[src/rtl/timer_apb_regs.sv]
// -----------------------------------------------------------------------------
// timer_apb_regs
//   APB slave register block that sits directly in front of the timer counter
//   stage. It holds TDR (reload value) and TCR (control), reads back the live
//   count, captures overflow/underflow rising edges into W1C status bits, and
//   raises a maskable, registered interrupt.
//
//   Register map (index = paddr):
//     0 TDR  RW  full width
//     1 TCR  RW  bits 7,5,4,1,0 (load_tdr, up_down, enable, cks[1:0])
//     2 TSR  W1C bit1=UDF, bit0=OVF
//     3 TCNT RO  live cnt
//     4 TIER RW  bit1=UDFIE, bit0=OVFIE
//     5..  unmapped -> pslverr
//
// Ports
//   pclk, presetn          APB clock, async active-low reset
//   psel, penable, pwrite  APB control
//   paddr, pwdata          register index, write data
//   prdata, pready,        read data / completion / error; prdata and
//   pslverr                pslverr are only non-zero while pready=1
//   cnt                    live count from the counter stage
//   s_ovf, s_udf           sticky overflow/underflow levels from the counter
//   tdr_reg                TDR value to the counter
//   enable, up_down,       TCR[4], TCR[5], TCR[7]
//   load_tdr
//   cks                    TCR[1:0] clock select to the prescaler
//   irq                    |(TSR & TIER), registered
// -----------------------------------------------------------------------------
module timer_apb_regs #(
   parameter int DATA_WIDTH  = 8,
   parameter int ADDR_WIDTH  = 3,
   parameter int WAIT_CYCLES = 0
) (
   input  logic                  pclk,
   input  logic                  presetn,
   input  logic                  psel,
   input  logic                  penable,
   input  logic                  pwrite,
   input  logic [ADDR_WIDTH-1:0] paddr,
   input  logic [DATA_WIDTH-1:0] pwdata,
   output logic [DATA_WIDTH-1:0] prdata,
   output logic                  pready,
   output logic                  pslverr,
   input  logic [DATA_WIDTH-1:0] cnt,
   input  logic                  s_ovf,
   input  logic                  s_udf,
   output logic [DATA_WIDTH-1:0] tdr_reg,
   output logic                  enable,
   output logic                  up_down,
   output logic                  load_tdr,
   output logic [1:0]            cks,
   output logic                  irq
);

   localparam logic [3:0]            WAIT_LAST = 4'(WAIT_CYCLES);
   localparam logic [ADDR_WIDTH-1:0] IDX_TDR   = ADDR_WIDTH'(0);
   localparam logic [ADDR_WIDTH-1:0] IDX_TCR   = ADDR_WIDTH'(1);
   localparam logic [ADDR_WIDTH-1:0] IDX_TSR   = ADDR_WIDTH'(2);
   localparam logic [ADDR_WIDTH-1:0] IDX_TCNT  = ADDR_WIDTH'(3);
   localparam logic [ADDR_WIDTH-1:0] IDX_TIER  = ADDR_WIDTH'(4);
   localparam logic [7:0]            TCR_MASK  = 8'hB3;

   // The state register records the bus phase seen in the previous cycle:
   // SETUP means a setup phase has been accepted, so the current cycle is the
   // first access cycle; ACCESS means we are inserting wait states. This lets
   // WAIT_CYCLES=0 complete in the very first access cycle.
   typedef enum logic [1:0] {IDLE, SETUP, ACCESS} state_t;

   state_t     state, state_nxt;
   logic [3:0] wcnt, wcnt_nxt;

   logic                  acc_phase;
   logic                  xfer_done;
   logic                  err_cond;
   logic                  wr_en;
   logic [DATA_WIDTH-1:0] rd_mux;

   logic [DATA_WIDTH-1:0] tdr_q;
   logic [7:0]            tcr_q;
   logic [1:0]            tsr_q, tsr_nxt;
   logic [1:0]            tier_q;
   logic                  ovf_d, udf_d;
   logic                  ovf_rise, udf_rise;
   logic [1:0]            w1c;

   // ---------------------------------------------------------------- FSM
   always_ff @(posedge pclk or negedge presetn) begin
      if (!presetn) begin
         state <= IDLE;
         wcnt  <= '0;
      end else begin
         state <= state_nxt;
         wcnt  <= wcnt_nxt;
      end
   end

   always_comb begin
      state_nxt = state;
      wcnt_nxt  = wcnt;
      case (state)
         IDLE: begin
            wcnt_nxt = '0;
            if (psel && !penable) state_nxt = SETUP;
         end
         SETUP, ACCESS: begin
            if (!psel) begin
               // master abandoned the transfer: nothing commits
               state_nxt = IDLE;
               wcnt_nxt  = '0;
            end else if (penable) begin
               if (wcnt == WAIT_LAST) begin
                  state_nxt = IDLE;
                  wcnt_nxt  = '0;
               end else begin
                  state_nxt = ACCESS;
                  wcnt_nxt  = wcnt + 4'd1;
               end
            end else begin
               // a fresh setup phase restarts the transfer
               state_nxt = SETUP;
               wcnt_nxt  = '0;
            end
         end
         default: begin
            state_nxt = IDLE;
            wcnt_nxt  = '0;
         end
      endcase
   end

   always_comb begin
      acc_phase = psel && penable && (state != IDLE);
      xfer_done = acc_phase && (wcnt == WAIT_LAST);
      err_cond  = (paddr > IDX_TIER) || (pwrite && (paddr == IDX_TCNT));
      pready    = xfer_done;
      pslverr   = xfer_done && err_cond;
      prdata    = (xfer_done && !err_cond && !pwrite) ? rd_mux : '0;
   end

   // ---------------------------------------------------------- read mux
   always_comb begin
      rd_mux = '0;
      case (paddr)
         IDX_TDR:  rd_mux = tdr_q;
         IDX_TCR:  rd_mux = DATA_WIDTH'(tcr_q);
         IDX_TSR:  rd_mux = DATA_WIDTH'(tsr_q);
         IDX_TCNT: rd_mux = cnt;
         IDX_TIER: rd_mux = DATA_WIDTH'(tier_q);
         default:  rd_mux = '0;
      endcase
   end

   // ------------------------------------------------------- registers
   assign wr_en = xfer_done && pwrite && !err_cond;

   always_ff @(posedge pclk or negedge presetn) begin
      if (!presetn) begin
         tdr_q  <= '0;
         tcr_q  <= '0;
         tier_q <= '0;
      end else if (wr_en) begin
         case (paddr)
            IDX_TDR:  tdr_q  <= pwdata;
            IDX_TCR:  tcr_q  <= pwdata[7:0] & TCR_MASK;
            IDX_TIER: tier_q <= pwdata[1:0];
            default: ;
         endcase
      end
   end

   // ---------------------------------------------------- status / irq
   // s_ovf/s_udf are sticky levels, so only a 0->1 transition is an event;
   // otherwise a W1C would be undone on the next cycle.
   assign ovf_rise = s_ovf && !ovf_d;
   assign udf_rise = s_udf && !udf_d;
   assign w1c      = (wr_en && (paddr == IDX_TSR)) ? pwdata[1:0] : 2'b00;

   // set dominates clear when both land in the same cycle
   always_comb begin
      tsr_nxt    = tsr_q & ~w1c;
      tsr_nxt[0] = tsr_nxt[0] | ovf_rise;
      tsr_nxt[1] = tsr_nxt[1] | udf_rise;
   end

   always_ff @(posedge pclk or negedge presetn) begin
      if (!presetn) begin
         ovf_d <= 1'b0;
         udf_d <= 1'b0;
         tsr_q <= '0;
         irq   <= 1'b0;
      end else begin
         ovf_d <= s_ovf;
         udf_d <= s_udf;
         tsr_q <= tsr_nxt;
         irq   <= |(tsr_q & tier_q);
      end
   end

   // ---------------------------------------------------------- outputs
   assign tdr_reg  = tdr_q;
   assign enable   = tcr_q[4];
   assign up_down  = tcr_q[5];
   assign load_tdr = tcr_q[7];
   assign cks      = tcr_q[1:0];

endmodule

[config.mk]
export PLATFORM = sky130hd
export DESIGN_NAME = timer_apb_regs
export DESIGN_NICKNAME = d
export VERILOG_FILES = /design/src/rtl/timer_apb_regs.sv
export SDC_FILE = /design/constraint.sdc
export NUM_CORES = 1
export LEC_CHECK = 0
export BUFFER_PORTS_ARGS = -buffer_cell sky130_fd_sc_hd__buf_2
export CORE_MARGIN = 2
export CORE_UTILIZATION = 53
export DETAILED_ROUTE_END_ITERATION = 16
export PLACE_DENSITY_LB_ADDON = 0.15
export SYNTH_ARGS = -nofsm -noshare
export SYNTH_HDL_FRONTEND = slang
export SYNTH_SLANG_ARGS = --single-unit
export TNS_END_PERCENT = 1
[constraint.sdc]
create_clock -name pclk -period 5.4 [get_ports pclk]
set_input_delay 0.81 -clock pclk [delete_from_list [all_inputs] [get_ports pclk]]
set_output_delay 0.81 -clock pclk [all_outputs]
set_load 0.05 [all_outputs]
==> run metrics, run 1 <==
pwr dens=279 nW/um^2; met1 Usage GRT=29.6%; # setup viols final=0; Worst Setup End Kind=primary output; max-slew violations=0; Post-Synth XOR/XNOR Area=1.21%; CP delay by family, top=simple AND/OR/NAND/NOR gates; num rows=18; total number of vias=1153; Peak Freq=320 MHz; WP data required=4590 ps; Avg WL per Cell=15.9 um; total setup buffers inserted after CTS=0; Worst-path clk slew=140 ps; Fin. Hold Viols=0; flops & latches, synth=26; initial drt markers=46; Clock Skew=3.19 ps; Max clock buf depth=2; Final Cell Area=1710 um^2; worst r2r dst=tdr_reg[7]$_DFFE_PN0P_; synthesized area per cell=11.5 um^2; cells on worst reg2reg path=5; Comb pwr share=33.2%; CTS Sinks=26; max FFs per register=8; WP data arrival=2320 ps; drt via density=5.71; Post-synth EDFFs=0; grt met3 use=2.33%; Initial Util=57.3%; maximum vdd drop=229 uV; Switch Pwr=0.181 mW; Routability Congestion=0.793; CP max stage delay=500 ps; clock buffer count from CTS=3; NumNets Final=204; Die Wd=56.2 um; critical path class=register to primary output; Synth Area in Compound Gates=10.1%; fillers=211; setup TNS=0 ps; CTS tree=yes; die area=3160 um^2; area of the core=2520 um^2; Synth Cell Area=1450 um^2; status=complete, no violations; post_cts resized=0; Pint=0.297 mW; relative slew slack=61.0%; Clock power frac=18.5%; pre-CTS setup slack=2600 ps; vias in the first global route=1114; Placed Instance Area=1690 um^2; CP max-delay cell=nor3b_1; yosys warns=0; ys async rst share=100%; post-synthesis adder-cell area fraction=3.46%; clock latency on the worst-skew pair=340 ps; gr usage total=21.7%; ys flop type=dfrtp_1; GR Overflow Total=0; HPWL after detailed placement=2420 um; minimum hold slack=445 ps; final core occ=68.0%; Max Cap Viol=0; Antenna Nets Post-Route=0; largest family of logic cells by synthesized area=simple AND/OR/NAND/NOR gates; Max FO, Critical Path=6; Worst R2R Setup Slack=3160 ps; Slew @ Worst Pin=584 ps; DRC Markers=0; Crit Reg-Reg Startpoint=state[0]$_DFFE_PN0P_; share of cells above drive strength 1=42.4%; PnR Total Power=0.478 mW; first-pass GRT wire length=5280 um; CP bufs+invs=2; simple-gate area share of the yosys netlist=17.9%; # port buffers=49; Worst Hold Class=input pin to async pin; Seq pwr share=48.3%; initial antenna violation count=0; CP Cell Sequence=inv_1 > ha_1 > nor3b_1 > nand4_1 > nor2_1 > buf_2; Setup WS post-layout=2270 ps; placed insts=199; Die Ht=56.2 um; fin cells=202; mux cell area share after synthesis=17.4%; routing usage on met2=35.3%; H-tree depth=1; CTS root buffer=clkbuf_4; DR pass1 iterations=4; ant diodes=0; static leakage=0.893 nW; syn nets=156; RSZ-0062 raised after global routing=no; largest net degree at the start of global routing=27; final WL=3210 um; Synth Instances=126; most common cell after layout, fill and taps aside=buf_2; Hold Buf Count CTS=0; fin crit share=57.9%; GRT Max-Usage Layer=met2; # IOs=50; critical path startpoint category=register; sequential area share after synthesis=45.0%; Sw Share=37.9%; distinct cell type count after synthesis=35; fin crit period=3130 ps; most frequent cells in the layout=49 x buf_2, 26 x dfrtp_1, 12 x nor2_1; Area growth syn-to-layout=18.5%
## metal layers
layer | wire (um) | share of wire, %
met5 | 0 | 0
met4 | 40 | 1.2
met1 | 1380 | 43
met3 | 189 | 5.9
met2 | 1600 | 50
## worst max-delay path by stage
stage	depth (start not counted)	end	startpoint	slack [ps]
global route	6	prdata[4]	wcnt[0]$_DFF_PN0_	2110
floorplan	5	prdata[0]	paddr[0]	2310
global placement	5	prdata[0]	paddr[0]	2680
CTS	6	prdata[2]	wcnt[0]$_DFF_PN0_	2290
detailed placement	5	prdata[1]	paddr[0]	2600
finish	6	prdata[2]	wcnt[0]$_DFF_PN0_	2270
## cells by family after synthesis
| group | Yosys count |
|---|---|
| flops | 26 |
| buf+inv | 15 |
| xor+xnor | 2 |
| compound gates | 20 |
| fa+ha+maj | 4 |
| simple gates | 39 |
| mux | 20 |
## cells in the mapped netlist (2+ instances only)
master	instances	area, um^2
dfrtp_1	26	651
nor2_1	12	45.0
inv_1	9	33.8
mux2_2	9	101
mux2_4	8	120
a21oi_1	4	20.0
a22oi_1	4	30.0
clkbuf_1	4	15.0
ha_1	4	50.1
nand3_1	4	20.0
nand3b_1	4	30.0
a21o_1	3	22.5
a22o_1	3	26.3
a2bb2oi_1	3	26.3
mux2i_1	3	30.0
nand4_1	3	18.8
and2_1	2	12.5
buf_6	2	22.5
nor2b_1	2	12.5
nor4b_1	2	17.5
## power by group through the flow
stage	Sequential, mW	Clock, mW	Combinational, mW
final	0.231	0.0886	0.159
after global routing	0.235	0.0939	0.169
after CTS	0.231	0.0867	0.160
after detailed placement	0.235	0	0.159
after global placement	0.234	0	0.156
after floorplan	0.292	0	0.0596
## final cells by class
class	instances	area, um^2	area share, %
Timing Repair Buffer	49	245	14.3
Tap cell	30	37.5	2.19
Multi-Input combinational cell	85	724	42.3
Clock buffer	3	22.5	1.31
Sequential cell	26	651	38.0
Inverter	9	33.8	1.97
Power figures use the tool's default switching activity.
==> run 2: changes to the inputs <==
ABC_AREA = 1   (was unset)
CORE_UTILIZATION = 48   (was 53)
clock period = 2.9 ns   (was 5.4 ns; I/O delays follow)
==> run 2 against run 1 <==
  * Combinational power rose by 26%
  * Critical path depth rose by 1
  * Sequential share of layout area rose by 1.4 points
  * Sequential power rose by 77%
  * Wire length fell by 4.9%
  * Via count rose by 9.4%
  * Flip-flop and latch count did not move
  * Clock skew rose by 1.5 ps
  * Non-clock buffer count rose by 1
  * Count of clock-buffer cells in the layout did not move
  * Clock power rose by 72%
  * Final cell count rose by 25%
  * Critical endpoint is now prdata[4]
==> run metrics, run 2 <==
# setup viols final=0 (unchanged); DRC Markers=0 (unchanged); Die Ht=57.3 um (+1.8%); CTS Sinks=26 (unchanged); HPWL after detailed placement=2350 um (-3.0%); WP data required=2470 ps (-2120 ps); Worst Setup End Kind=primary output; largest net degree at the start of global routing=27 (unchanged); synthesized area per cell=7.97 um^2 (-31%); drt via density=4.98 (-13%); worst r2r dst=tcr_q[5]$_DFFE_PN0P_; setup TNS=0 ps (unchanged); Crit Reg-Reg Startpoint=state[0]$_DFFE_PN0P_; area of the multi-input gates=614 um^2 (-15%); most common cell in the synthesized netlist=nand2_1; Synth Instances=171 (+36%); total setup buffers inserted after CTS=0 (unchanged); Hold Buf Count CTS=0 (unchanged); area of the core=2730 um^2 (+8.4%); clock latency on the worst-skew pair=320 ps (-20 ps); CP Cell Sequence=inv_1 > ha_1 > nor2_1 > and2_1 > nand3_1 > a31oi_1 > buf_2; RSZ-0062 raised after global routing=no; max FFs per register=8 (unchanged); critical path startpoint category=register; Initial Util=49.8% (-7.5 points); Worst-path clk slew=140 ps (about the same); initial antenna violation count=0 (unchanged); critical path class=register to primary output; initial drt markers=79 (+72%); commonest cells in the netlist=58 x nand2_1, 26 x dfrtp_1, 20 x inv_1, 14 x nand3_1, 14 x nor2_1; flops & latches, synth=26 (unchanged); PnR Total Power=0.763 mW (+59%); NumNets Final=254 (+25%); ys async rst share=100% (unchanged); final WL=3060 um (-4.9%); # port buffers=49 (unchanged); fin crit period=2570 ps; Area growth syn-to-layout=21.4%; ant diodes=0 (unchanged); # IOs=50 (unchanged); critical path startpoint=state[0]$_DFFE_PN0P_; syn nets=201 (+29%); CP max-delay cell=dfrtp_1; Antenna Nets Post-Route=0 (unchanged); Peak Freq=390 MHz; GR Overflow Total=0 (unchanged); max-slew violations=0 (unchanged); maximum vdd drop=363 uV (+59%); Post-synth EDFFs=0 (unchanged); Reg area=651 um^2 (unchanged); most frequent cells in the layout=58 x nand2_1, 49 x buf_2, 26 x dfrtp_1; pwr dens=461 nW/um^2 (+65%); fillers=267 (+27%); num rows=19 (+1); Worst R2R Setup Slack=1210 ps (-1950 ps); Slew @ Worst Pin=576 ps (-8.46 ps); ys flop type=dfrtp_1; sequential area share after synthesis=47.8% (+2.8 points); Avg WL per Cell=12.1 um (-24%); Max FO, Critical Path=8 (+2); Worst Hold Class=input pin to async pin; fin crit share=88.5%; vias in the first global route=1243 (+12%); CTS root buffer=clkbuf_4; Clock Skew=4.71 ps (+1.52 ps); CTS tree=yes; Die Wd=57.3 um (+1.8%); DR pass1 iterations=5 (+1); cells on worst reg2reg path=8 (+3); first-pass GRT wire length=5230 um (-0.91%); Routability Congestion=0.773 (-2.5%); Max clock buf depth=2 (unchanged); post_cts resized=0 (unchanged); total number of vias=1261 (+9.4%); distinct cell type count after synthesis=23 (-34%); CP max stage delay=400 ps (-100 ps); static leakage=0.927 nW (+3.8%); Fin. Hold Viols=0 (unchanged); top cells by area, synth=dfrtp_1 48%, nand2_1 16%, inv_1 5.5%; yosys warns=0 (unchanged); relative slew slack=61.6% (+0.65 points); H-tree depth=1 (unchanged); status=complete, no violations; Max Cap Viol=0 (unchanged); die area=3280 um^2 (+3.7%); top cell type's share of synthesized area=47.8% (+2.8 points); WP data arrival=2130 ps (-190 ps); Synth Cell Area=1360 um^2 (-5.8%); share of cells above drive strength 1=29.7% (-13 points); gr usage total=20.0% (-1.7 points); leading area contributor after synthesis=dfrtp_1; clock buffer count from CTS=3 (unchanged); most common cell after layout, fill and taps aside=nand2_1
-- run 2: how the worst max path moves through the flow --
stage                           end  cells past startpoint
after global placement    prdata[7]                      8
after CTS                 prdata[4]                      7
after detailed placement  prdata[4]                      8
after floorplan           prdata[4]                      6
after global routing      prdata[4]                      7
final                     prdata[4]                      7
-- run 2: critical path: cells and delay by family, from the launching register on --
family                   cells  cell delay, ps
AO/OA/AOI/OAI                1             230
adder cells (fa/ha/maj)      1             240
AND/OR/NAND/NOR              3             590
buffers and inverters        2             350
flip-flops                   1             400
-- run 2: area by class of cell --
class / instances / area share, %
clock buffers: 3 / 1.36
inverters: 20 / 4.54
multi-input cells: 123 / 37.1
flip-flops and latches: 26 / 39.3
well taps: 31 / 2.34
repair buffers: 50 / 15.3
-- run 2: kinds of logic (layout without fill, tap and decap cells) --
family | Yosys count | in the layout | share of synthesized area, %
buffers and inverters | 22 | 73 | 7.16
AOI/OAI and AO/OA | 21 | 21 | 9.82
DFF | 26 | 26 | 47.7
xor gates and xnor gates | 2 | 2 | 1.29
adders and majority gates | 4 | 4 | 3.67
and+or+nand+nor | 96 | 96 | 30.3
-- run 2: metal layers --
| metal | up-vias | track usage, % | part of all wire, % |
|---|---|---|---|
| met5 | - | 0 | 0 |
| met1 | 575 | 25.3 | 45 |
| met3 | 7 | 2.72 | 4.9 |
| met4 | 0 | 4.98 | 1.4 |
| met2 | 36 | 36.1 | 48 |
| li1 | 643 | - | - |
-- run 2: through the flow --
| stage | setup WS (ps) | util (%) | cells | instance area [um^2] | hold slack [ps] |
|---|---|---|---|---|---|
| after floorplan | 62.0 | - | 171 | 1360 | 139 |
| after global placement | 779 | 59.7 | 250 | 1630 | 461 |
| after detailed placement | 699 | 59.7 | 250 | 1630 | 468 |
| after CTS | 326 | 60.5 | 253 | 1650 | 108 |
| after global routing | 75.9 | 60.5 | 253 | 1650 | 118 |
| final | 333 | 60.5 | 253 | 1650 | 89.5 |
-- run 2: power by group --
group	switching, mW	internal [mW]	total [mW]
Combinational	0.146	0.0546	0.201
Clock	0.103	0.0487	0.152
Sequential	0.0198	0.390	0.410
Total	0.269	0.493	0.763
